**src/rtl/fe_fetch_stage_pkg.sv**
```systemverilog
// Shared definitions for the fetch stage: sizes, bubble encoding,
// FSM state encodings and widths of the AGEX->FE and FE->DE bundles.
package fe_fetch_stage_pkg;

    localparam int DBITS    = 32;
    localparam int INSTBITS = 32;

    localparam logic [DBITS-1:0]    START_PC = 32'h0000_0000;
    localparam logic [INSTBITS-1:0] NOP_INST = 32'h0000_0013;

    typedef enum logic [1:0] {
        FE_ST_FETCH = 2'd0,
        FE_ST_WAIT  = 2'd1,
        FE_ST_DROP  = 2'd2,
        FE_ST_HOLD  = 2'd3
    } fe_state_e;

    // {agex_br_taken, agex_pctarget}
    localparam int FROM_AGEX_TO_FE_WIDTH = 1 + DBITS;

    // {fe_valid, fe_inst, fe_pc, fe_pcplus, fe_inst_count}
    localparam int FE_LATCH_WIDTH = 1 + INSTBITS + 3 * DBITS;

endpackage

```
**src/rtl/fe_pc_gen.sv**
```systemverilog
// PC register for the fetch stage: +4 increment and redirect mux.
// Ports: clk, reset (async active-low), redirect/target in, inc in,
// pc / pc_plus4 out. Redirect targets are forced word aligned.
module fe_pc_gen #(
    parameter int               DBITS    = 32,
    parameter logic [DBITS-1:0] START_PC = '0
) (
    input  logic             clk,
    input  logic             reset,
    input  logic             redirect,
    input  logic [DBITS-1:0] target,
    input  logic             inc,
    output logic [DBITS-1:0] pc,
    output logic [DBITS-1:0] pc_plus4
);

    localparam logic [DBITS-1:0] ALIGN = ~DBITS'(3);

    assign pc_plus4 = pc + DBITS'(4);

    always_ff @(posedge clk or negedge reset) begin
        if (!reset) begin
            pc <= START_PC & ALIGN;
        end else if (redirect) begin
            pc <= target & ALIGN;
        end else if (inc) begin
            pc <= pc_plus4;
        end
    end

endmodule

```
**src/rtl/fe_fetch_stage.sv**
```systemverilog
// Fetch stage: owns the PC, issues one imem read at a time, fills the
// FE latch read by DE, and squashes wrong-path fetches on an AGEX
// redirect. Ports: clk, reset (async active-low), imem_req_* /
// imem_addr (request), imem_rsp_* (response), agex_br_taken /
// agex_pctarget (redirect), de_stall (back-pressure), fe_* (latch).
// Optional macro FE_PERF_CNT_EN adds saturating perf_redirects,
// perf_squashed and perf_stall_cycles outputs.
module fe_fetch_stage #(
    parameter int DBITS    = fe_fetch_stage_pkg::DBITS,
    parameter int INSTBITS = fe_fetch_stage_pkg::INSTBITS,
    parameter logic [DBITS-1:0] START_PC =
        fe_fetch_stage_pkg::START_PC,
    parameter logic [INSTBITS-1:0] NOP_INST =
        fe_fetch_stage_pkg::NOP_INST
) (
    input  logic                clk,
    input  logic                reset,
    output logic                imem_req_valid,
    input  logic                imem_req_ready,
    output logic [DBITS-1:0]    imem_addr,
    input  logic                imem_rsp_valid,
    input  logic [INSTBITS-1:0] imem_rsp_data,
    input  logic                agex_br_taken,
    input  logic [DBITS-1:0]    agex_pctarget,
    input  logic                de_stall,
    output logic                fe_valid,
    output logic [INSTBITS-1:0] fe_inst,
    output logic [DBITS-1:0]    fe_pc,
    output logic [DBITS-1:0]    fe_pcplus,
    output logic [DBITS-1:0]    fe_inst_count
`ifdef FE_PERF_CNT_EN
    ,
    output logic [DBITS-1:0]    perf_redirects,
    output logic [DBITS-1:0]    perf_squashed,
    output logic [DBITS-1:0]    perf_stall_cycles
`endif
);

    import fe_fetch_stage_pkg::*;

    fe_state_e state, state_nxt;

    logic [DBITS-1:0]    pc;
    logic [DBITS-1:0]    pc_plus4;
    logic [DBITS-1:0]    inst_cnt;
    logic [INSTBITS-1:0] skid;
    logic [INSTBITS-1:0] ld_data;

    logic req_fetch;
    logic latch_free;
    logic ld_rsp;
    logic ld_skid;
    logic to_skid;
    logic load;

    assign latch_free = !fe_valid || !de_stall;
    assign load       = ld_rsp || ld_skid;
    assign ld_data    = ld_skid ? skid : imem_rsp_data;

    // State sits in FETCH during reset; keep the request quiet
    // until reset is released.
    assign imem_req_valid = req_fetch && reset;
    assign imem_addr      = pc;

    fe_pc_gen #(
        .DBITS    (DBITS),
        .START_PC (START_PC)
    ) u_pc_gen (
        .clk      (clk),
        .reset    (reset),
        .redirect (agex_br_taken),
        .target   (agex_pctarget),
        .inc      (load),
        .pc       (pc),
        .pc_plus4 (pc_plus4)
    );

    always_ff @(posedge clk or negedge reset) begin
        if (!reset) begin
            state <= FE_ST_FETCH;
        end else begin
            state <= state_nxt;
        end
    end

    always_comb begin
        state_nxt = state;
        unique case (state)
            FE_ST_FETCH: begin
                if (imem_req_ready) begin
                    state_nxt = agex_br_taken ? FE_ST_DROP
                                              : FE_ST_WAIT;
                end
            end
            FE_ST_WAIT: begin
                if (imem_rsp_valid) begin
                    if (agex_br_taken || latch_free) begin
                        state_nxt = FE_ST_FETCH;
                    end else begin
                        state_nxt = FE_ST_HOLD;
                    end
                end else if (agex_br_taken) begin
                    state_nxt = FE_ST_DROP;
                end
            end
            FE_ST_HOLD: begin
                if (agex_br_taken || latch_free) begin
                    state_nxt = FE_ST_FETCH;
                end
            end
            FE_ST_DROP: begin
                if (imem_rsp_valid) begin
                    state_nxt = FE_ST_FETCH;
                end
            end
        endcase
    end

    always_comb begin
        req_fetch = 1'b0;
        ld_rsp    = 1'b0;
        ld_skid   = 1'b0;
        to_skid   = 1'b0;
        unique case (state)
            FE_ST_FETCH: req_fetch = 1'b1;
            FE_ST_WAIT: begin
                if (imem_rsp_valid && !agex_br_taken) begin
                    ld_rsp  = latch_free;
                    to_skid = !latch_free;
                end
            end
            FE_ST_HOLD: ld_skid = !agex_br_taken && latch_free;
            FE_ST_DROP: ;
        endcase
    end

    always_ff @(posedge clk or negedge reset) begin
        if (!reset) begin
            skid <= NOP_INST;
        end else if (agex_br_taken) begin
            skid <= NOP_INST;
        end else if (to_skid) begin
            skid <= imem_rsp_data;
        end
    end

    always_ff @(posedge clk or negedge reset) begin
        if (!reset) begin
            fe_valid      <= 1'b0;
            fe_inst       <= NOP_INST;
            fe_pc         <= '0;
            fe_pcplus     <= '0;
            fe_inst_count <= '0;
            inst_cnt      <= '0;
        end else if (agex_br_taken) begin
            fe_valid <= 1'b0;
            fe_inst  <= NOP_INST;
        end else if (load) begin
            fe_valid      <= 1'b1;
            fe_inst       <= ld_data;
            fe_pc         <= pc;
            fe_pcplus     <= pc_plus4;
            fe_inst_count <= inst_cnt;
            inst_cnt      <= inst_cnt + DBITS'(1);
        end else if (fe_valid && !de_stall) begin
            fe_valid <= 1'b0;
            fe_inst  <= NOP_INST;
        end
    end

`ifdef FE_PERF_CNT_EN
    logic       drop_rsp;
    logic [1:0] squash_inc;

    // A response is thrown away in DROP, or in WAIT when a
    // redirect lands in the same cycle.
    assign drop_rsp = imem_rsp_valid &&
        ((state == FE_ST_WAIT && agex_br_taken) ||
         state == FE_ST_DROP);

    assign squash_inc = {1'b0, drop_rsp} +
                        {1'b0, agex_br_taken && fe_valid};

    function automatic logic [DBITS-1:0] sat_add(
        input logic [DBITS-1:0] a,
        input logic [1:0]       b
    );
        logic [DBITS:0] s;
        s = {1'b0, a} + {{(DBITS-1){1'b0}}, b};
        return s[DBITS] ? '1 : s[DBITS-1:0];
    endfunction

    always_ff @(posedge clk or negedge reset) begin
        if (!reset) begin
            perf_redirects    <= '0;
            perf_squashed     <= '0;
            perf_stall_cycles <= '0;
        end else begin
            perf_redirects <= sat_add(perf_redirects,
                                      {1'b0, agex_br_taken});
            perf_squashed  <= sat_add(perf_squashed, squash_inc);
            perf_stall_cycles <= sat_add(perf_stall_cycles,
                                   {1'b0, de_stall && fe_valid});
        end
    end
`endif

endmodule

```
**config.mk**
```make
export PLATFORM = sky130hd
export DESIGN_NAME = fe_fetch_stage
export DESIGN_NICKNAME = d
export VERILOG_FILES = /design/src/rtl/fe_fetch_stage_pkg.sv /design/src/rtl/fe_pc_gen.sv /design/src/rtl/fe_fetch_stage.sv
export SDC_FILE = /design/constraint.sdc
export NUM_CORES = 1
export LEC_CHECK = 0
export CORE_ASPECT_RATIO = 0.7
export CORE_MARGIN = 4
export CORE_UTILIZATION = 45
export DETAILED_ROUTE_END_ITERATION = 6
export PLACE_DENSITY_LB_ADDON = 0.3
export SLEW_MARGIN = 20
export SYNTH_ARGS = -nofsm -noshare
export SYNTH_HDL_FRONTEND = slang
export SYNTH_SLANG_ARGS = --single-unit
```
**constraint.sdc**
```tcl
create_clock -name clk -period 2.4 [get_ports clk]
set_input_delay 0.48 -clock clk [delete_from_list [all_inputs] [get_ports clk]]
set_output_delay 0.48 -clock clk [all_outputs]
set_load 0.005 [all_outputs]
```
# Word-level counts from Yosys, hierarchy flattened
# Index checks and enable logic that the tools add are counted.
word_totals:
  reg_bits: 227
  input_bits: 70
classes:
  bitwise_logic: 1
  reduce_logical: 17
  n_eq_ne: 7
  addsub: 2
  muxes: 25
ops:
  columns: ["operator", "n"]
  rows:
  - ["$mux W32", 8]
  - ["$add A32 B1 Y32 const B", 1]
  - ["$add A32 B3 Y32 const B", 1]
  - ["$mux W2", 7]
  - ["$mux W1", 9]
  - ["$pmux W2 S4", 1]
  - ["$ne A2 B2 Y1 const B", 3]
  - ["$eq A2 B2 Y1 const B", 2]
  - ["$logic_and A1 B1 Y1", 4]
  - ["$logic_not A1 Y1", 4]
  - ["$reduce_and A4 Y1", 1]
  - ["$reduce_bool A2 Y1", 2]
  - ["$logic_or A1 B1 Y1", 3]
  - ["$ne A3 B3 Y1 const B", 1]
  - ["$reduce_bool A3 Y1", 1]
  - ["$eq A2 B1 Y1 const B", 1]
  - ["$logic_not A2 Y1", 1]
  - ["$reduce_and A2 Y1", 1]
  - ["$not A1 Y1", 1]

# Longest topological paths before layout
# Gate-level depths: netlist of the first run.
logic_depth:
  word_depth: 7
  mapped_depth: 8
  mapped_depth_nobuf: 6

# Modules after synthesis
# A second synthesis of the first run with hierarchy kept.
hier_totals:
  cells_unflattened: 1100
  hier_area_um2: 10477.5
by_module_without_submodules:
  columns: ["mod", "instances", "seq_area_each_um2", "cells_each", "area_per_inst_um2"]
  rows:
  - ["fe_fetch_stage", 1, 4887.2, 818, 8194.1]
  - ["fe_pc_gen", 1, 750.7, 282, 2283.4]

# Worst setup path before layout of the first run
# OpenSTA, ideal clock, no wires.
synth_timing:
  path_kind: "reg-to-reg"
  startpoint: "register u_pc_gen.pc[2]"
  endpoint: "register u_pc_gen.pc[18]"
  slack_ps: 445
  setup_time_ps: 126
  n_path_buf: 0
  path_stages_with_launch: 7
  arrival_time_ps: 1829
  synth_period_minus_slack_ps: 1955
  path_cell_list: "dfrtp_1 -> ha_1 -> inv_1 -> or4_4 -> nor2_1 -> o21ai_1 -> a221o_1"
synth_between:
  elab_chain_cells: 3
synth_rtl:
  columns: ["item", "line", "rtl"]
  rows:
  - ["start: declaration", "fe_pc_gen.sv:13", "output logic [DBITS-1:0] pc,"]
  - ["start signal: assignment", "fe_pc_gen.sv:23", "pc <= START_PC & ALIGN;"]
  - ["start signal: assignment", "fe_pc_gen.sv:25", "pc <= target & ALIGN;"]
  - ["start signal: assignment", "fe_pc_gen.sv:27", "pc <= pc_plus4;"]
  - ["$add A32 B3 Y32", "fe_pc_gen.sv:19", "assign pc_plus4 = pc + DBITS'(4);"]
  - ["$mux W32", "fe_pc_gen.sv:26", "end else if (inc) begin"]
  - ["$mux W32", "fe_pc_gen.sv:24", "end else if (redirect) begin"]
# Every way passes these cells. The select of a mux whose other input is x is not followed.
# A chain may end at the register's enable or synchronous reset.

# Worst setup path after layout of the first run
layout_timing:
  startpoint: "register state[1]"
  endpoint: "output imem_req_valid"
layout_between:
  elab_chain_cells: 3
layout_rtl:
  columns: ["item", "line", "rtl"]
  rows:
  - ["start: declaration", "fe_fetch_stage.sv:41", "fe_state_e state, state_nxt;"]
  - ["start signal: assignment", "fe_fetch_stage.sv:82", "state <= state_nxt;"]
  - ["$logic_not A2 Y1", "fe_fetch_stage.sv:124", "unique case (state)"]
  - ["$mux W1", "fe_fetch_stage.sv:124", null]
  - ["$logic_and A1 B1 Y1", "fe_fetch_stage.sv:62", "assign imem_req_valid = req_fetch && reset;"]
  - ["end: declaration", "fe_fetch_stage.sv:18", "output logic imem_req_valid,"]
# Every way passes these cells.

==> results.yml, run 1 <==
run_status:
  outcome: "finished clean"
floorplanning:
  die_w_um: 184
  fp.coreArea_sq_mm: 0.0210
  ios: 232
  start_util_pct: 46.5
  die_area_sq_mm: 0.0242
  die_h_um: 131
  rows: 44
timing:
  hold_viol_final: 0
  max_freq_ghz: 0.439
  period_needed_ns: 2.28
  drv_slew: 0
  skew_ns: 0.00902
  finalSetupTns_ns: 0
  rsz0062_at_grt: "false"
  finalCritPeriodShare_pct: 94.8
  setup_viol: 0
  slew_headroom_pct: 51.0
  tightest_slew_ns: 0.735
grt:
  overflow: 0
  grt_util_all_layers_pct: 21.5
  grt_max_degree: 124
  antenna_found_initial: 0
  grt_pass1_wl_um: 42900
  grt_pass1_vias: 7903
pwr:
  p_total_mw: 10.3
  p_leak_nw: 6.15
  vdd_ir_drop_max_uv: 438
  powerDensity_mw_per_mm2: 788
run:
  drv_cap: 0
finish:
  final_common_cell: "nand2_1"
  layout.nets: 1313
  antenna_cells: 0
  syn2layout_area_growth_pct: 34.2
  drive_gt1_share_pct: 8.19
  most-common-layout-cells: "340 x nand2_1, 221 x clkdlybuf4s50_1, 215 x dfrtp_1, 80 x o21ai_0, 33 x xor2_1"
  fillers: 1752
synth:
  synth-seq-area-share_pct: 56.6
  synth_edf_count: 0
  synthFlopType: "dfrtp_1"
  yosysTopAreaCell: "dfrtp_1"
  synth.avg_cell_area_sq_um: 9.58
  ys_seq_elements: 221
  syn-cell-area_sq_mm: 0.00979
  syn_inst: 1021
  synth_cell_type_count: 50
  yosysTopAreaCellShare_pct: 55.0
  yosys_warnings: 0
  synth_async_sr_flop_share_pct: 100
  synthTopCellsByArea: "dfrtp_1 55%, nand2_1 13%, o21ai_0 4.1%"
place:
  dp_hpwl_um: 18000
  globalplace.congestion: 0.788
  io_buffers: 223
clock_network:
  cts_root_buf: "clkbuf_16"
  cts_tree: "yes"
  ctsHoldBuffers: 0
  clock_latency_ns: 0.50
  clk_pin_slew_ns: 0.06
  cts.sink_count: 221
  htreeDepth: 1
  cts_buffer_depth: 3
  cts_buffers: 22
worst_setup_path:
  cp-end-kind: "output port"
  critPathKind: "register to output port"
  crit_arrival_ns: 1.80
  startpoint_type: "register"
  critPathMaxFanout: 7
  cp.required_ns: 1.92
route:
  avgViaCountPerCell: 5.20
  vias: 7964
  drc: 0
  detail-route-antenna-nets: 0
  drtIter0Drc: 592
  wirelength_um: 26200
  avgRoutedWirePerCell_um: 17.1
  first_pass_iters: 5
hold_path:
  worstHoldPathType: "input pin to async pin"
==> layer usage <==
layer / vias up / share of wire (%) / wire length, um / track usage (%)
met3: 31 / 6.1 / 1590 / 4.17
met2: 218 / 46 / 12000 / 32.9
li1: 3841 / - / - / -
met1: 3874 / 46 / 12200 / 32.3
met4: 0 / 1.6 / 424 / 3.82
met5: - / 0 / 0 / 0
==> sequential cells by signal, summed over array words and instances (netlist names) <==
name / count
inst_cnt: 32
fe_inst_count: 32
fe_valid: 1
fe_pc: 30
skid: 32
fe_pcplus: 30
fe_inst: 32
state: 2
u_pc_gen.pc: 30
==> worst max-delay path, stage by stage (launching register included) <==
cell	delay [ns]
dfrtp_1	0.48
nor3b_2	0.25
clkdlybuf4s50_1	0.57
==> report_power, final <==
| part | total [mW] | internal (mW) | leakage (nW) | switching, mW |
|---|---|---|---|---|
| sequential | 4.72 | 4.29 | 2.90 | 0.429 |
| combinational | 2.28 | 1.35 | 2.90 | 0.934 |
| clock | 3.34 | 1.92 | 0.350 | 1.43 |
| total | 10.3 | 7.56 | 6.15 | 2.79 |
==> per-stage QoR <==
step                std cells  hold WS [ns]  cell area [sq um]  utilization (%)  setup slack [ns]
global route             1533         0.105              13100             62.4            0.0669
floorplan                1026         0.184               9800                -             0.445
global placement         1493         0.460              12400             59.1            0.0389
CTS                      1533        0.0862              13100             62.4            0.0244
finish                   1533        0.0750              13100             62.4             0.124
detailed placement       1493         0.462              12400             59.1           0.00834
==> area by class of cell <==
| class | instances | area, sq um | share of cell area [%] |
|---|---|---|---|
| Tap cell | 276 | 345 | 2.63 |
| Clock buffer | 34 | 667 | 5.08 |
| Inverter | 11 | 41.3 | 0.314 |
| Timing Repair Buffer | 260 | 2570 | 19.6 |
| Sequential cell | 221 | 5540 | 42.2 |
| Clock inverter | 6 | 33.8 | 0.257 |
| Multi-Input combinational cell | 725 | 3930 | 30.0 |
==> path summary, 6_finish.rpt <==
path / start / to / slack [ns] / cells past startpoint
worst max-delay path: state[1]$_DFFE_PN0P_ / imem_req_valid / 0.12 / 2
worst min-delay path: reset / fe_pcplus[27]$_DFFE_PN0P_ / 0.08 / 2
worst max register to register: u_pc_gen.pc[4]$_DFFE_PN0P_ / u_pc_gen.pc[17]$_DFFE_PN0P_ / 0.29 / 7
worst min register to register: fe_pcplus[2]$_DFFE_PN0P_ / fe_pcplus[2]$_DFFE_PN0P_ / 0.48 / 1
max in group asynchronous: reset / inst_cnt[6]$_DFFE_PN0P_ / 1.19 / 3
min in group clk: agex_br_taken / state[0]$_DFFE_PN0P_ / 0.28 / 2
==> cell families after synthesis <==
| family | count (synthesis) | synth area share, % |
|---|---|---|
| fa+ha+maj | 2 | 0.256 |
| xor+xnor | 59 | 5.28 |
| mux | 32 | 3.27 |
| other cells | 1 | 0.0383 |
| compound gates | 155 | 9.32 |
| buf+inv | 80 | 3.75 |
| flops | 221 | 56.6 |
| simple gates | 471 | 21.5 |
==> Yosys cell counts, types with 7 or more instances <==
cell type and number:
nand2_1 340, dfrtp_1 215, a22oi_1 8, buf_2 29, and3_1 10, inv_1 11, a221o_1 11, nor3_1 10
and2_1 7, o21ai_1 13, clkbuf_1 27, nand3_1 32, nand4_1 12, mux2i_1 32, nor2_1 26, o21ai_0 80
xnor2_1 26, xor2_1 33, a21oi_1 23
==> what timing repair did <==
item                                    in CTS  in global routing
gates resized for setup                      0                  1
endpoints found under the setup margin       0                  1
setup buffers                                0                  0
Power figures use the tool's default switching activity.
==> run 2, diff against run 1 <==
--- a/config.mk
+++ b/config.mk
@@ -9,7 +9,7 @@
 export CORE_MARGIN = 4
 export CORE_UTILIZATION = 45
 export DETAILED_ROUTE_END_ITERATION = 6
-export PLACE_DENSITY_LB_ADDON = 0.3
+export PLACE_DENSITY = 0.78
 export SLEW_MARGIN = 20
 export SYNTH_ARGS = -nofsm -noshare
 export SYNTH_HDL_FRONTEND = slang
==> results.yml, run 2 (synthesis results as in run 1) <==
timing:
  slew_headroom_pct: 54.1
  hold-worst-slack_ns: 0.101
  period_needed_ns: 2.24
  skew_ns: 0.00891
  drv_slew: 0
  hold_viol_final: 0
  layout_setup_ws_ns: 0.165
  max_freq_ghz: 0.447
  finalCritPeriodShare_pct: 93.1
  finalSetupTns_ns: 0
  rsz0062_at_grt: "false"
  setup_viol: 0
  tightest_slew_ns: 0.689
worst_setup_path:
  crit_path_top_delay_cell: "clkdlybuf4s50_1"
  cp.required_ns: 1.92
  max_stage_delay_ns: 0.55
  crit_arrival_ns: 1.76
  startpoint_type: "register"
  critPathKind: "register to output port"
  cp_cell_sequence: "nor3b_1, clkdlybuf4s50_1"
  rr_worst_depth: 6
  cp-end-kind: "output port"
  critPathMaxFanout: 7
clock_network:
  clock_latency_ns: 0.50
  cts_root_buf: "clkbuf_16"
  cts.sink_count: 221
  cts_setup_buffers: 0
  htreeDepth: 1
  clk_pin_slew_ns: 0.06
  ctsResizeCount: 0
  ctsHoldBuffers: 0
  cts_buffer_depth: 3
  cts_buffers: 22
  cts_tree: "yes"
route:
  drc: 0
  detail-route-antenna-nets: 0
  avgViaCountPerCell: 5.24
  first_pass_iters: 5
  drtIter0Drc: 505
  vias: 8091
  wirelength_um: 26500
  avgRoutedWirePerCell_um: 17.2
place:
  dpl_cell_area_sq_mm: 0.0125
  post-place-cells: 1504
  dp_hpwl_um: 18600
  pre_cts_slack_ns: -0.0971
  globalplace.congestion: 0.823
  io_buffers: 223
floorplanning:
  ios: 232
  rows: 44
  die_area_sq_mm: 0.0242
  start_util_pct: 46.5
  die_w_um: 184
  fp.coreArea_sq_mm: 0.0210
  die_h_um: 131
pwr:
  p_leak_nw: 6.20
  vdd_ir_drop_max_uv: 418
  p_total_mw: 10.4
  powerDensity_mw_per_mm2: 784
finish:
  fillers: 1730
  layout.nets: 1324
  most-common-layout-cells: "340 x nand2_1, 221 x clkdlybuf4s50_1, 215 x dfrtp_1, 80 x o21ai_0, 42 x buf_4"
  final_common_cell: "nand2_1"
  design_area_sq_mm: 0.0132
  finish.utilization_pct: 62.9
  multi_input_area_sq_mm: 0.00393
  syn2layout_area_growth_pct: 35.2
  drive_gt1_share_pct: 9.08
  stdcell_count: 1543
  regArea_sq_mm: 0.00554
grt:
  grt_max_degree: 127
  overflow: 0
  grt_util_all_layers_pct: 21.4
  grt_pass1_vias: 8071
  antenna_found_initial: 1
  grt_pass1_wl_um: 43100
hold_path:
  worstHoldPathType: "input pin to async pin"
run:
  drv_cap: 0
run_status:
  outcome: "finished clean"
[run 2: cell types whose count changed in the layout (fill, tap and decap cells not counted), sizes merged]
cell and delta:
clkbuf -4, diode +1, clkinvlp +2, buf +11
[run 2: power breakdown]
part	internal, mW	switching [mW]	leakage, nW
Sequential	4.29	0.429	2.90
Clock	1.90	1.45	0.346
Combinational	1.36	0.935	2.95
Total	7.56	2.81	6.20
[run 2: worst paths after layout]
path	start	to	slack, ns
max	state[1]$_DFFE_PN0P_	imem_req_valid	0.16
min	reset	u_pc_gen.pc[24]$_DFFE_PN0P_	0.10
max reg2reg	u_pc_gen.pc[2]$_DFFE_PN0P_	u_pc_gen.pc[18]$_DFFE_PN0P_	0.32
min reg2reg	fe_pc[19]$_DFFE_PN0P_	fe_pc[19]$_DFFE_PN0P_	0.48
max in group asynchronous	reset	u_pc_gen.pc[7]$_DFFE_PN0P_	1.18
min in group clk	fe_pc[19]$_DFFE_PN0P_	fe_pc[19]$_DFFE_PN0P_	0.48
[run 2: metal layers]
metal  vias to the layer above  wire length, um  GRT usage (%)
met4                         0              503           4.11
met2                       219            11800           32.9
met5                         -                0              0
met1                      3975            12600           32.0
met3                        37             1590           4.14
li1                       3860                -              -
[run 2: layout make-up]
type / count / share of cell area, %
Clock buffer: 30 / 4.93
Sequential cell: 221 / 41.9
Inverter: 11 / 0.312
Timing Repair Buffer: 271 / 20.2
Tap cell: 276 / 2.61
Multi-Input combinational cell: 725 / 29.7
Antenna cell: 1 / 0.0189
Clock inverter: 8 / 0.397
[run 2: critical path: cells and delay by family, from the launching register on]
family	cells	cell delay [ns]
buffers and inverters	1	0.55
flip-flops	1	0.48
AND/OR/NAND/NOR	1	0.23
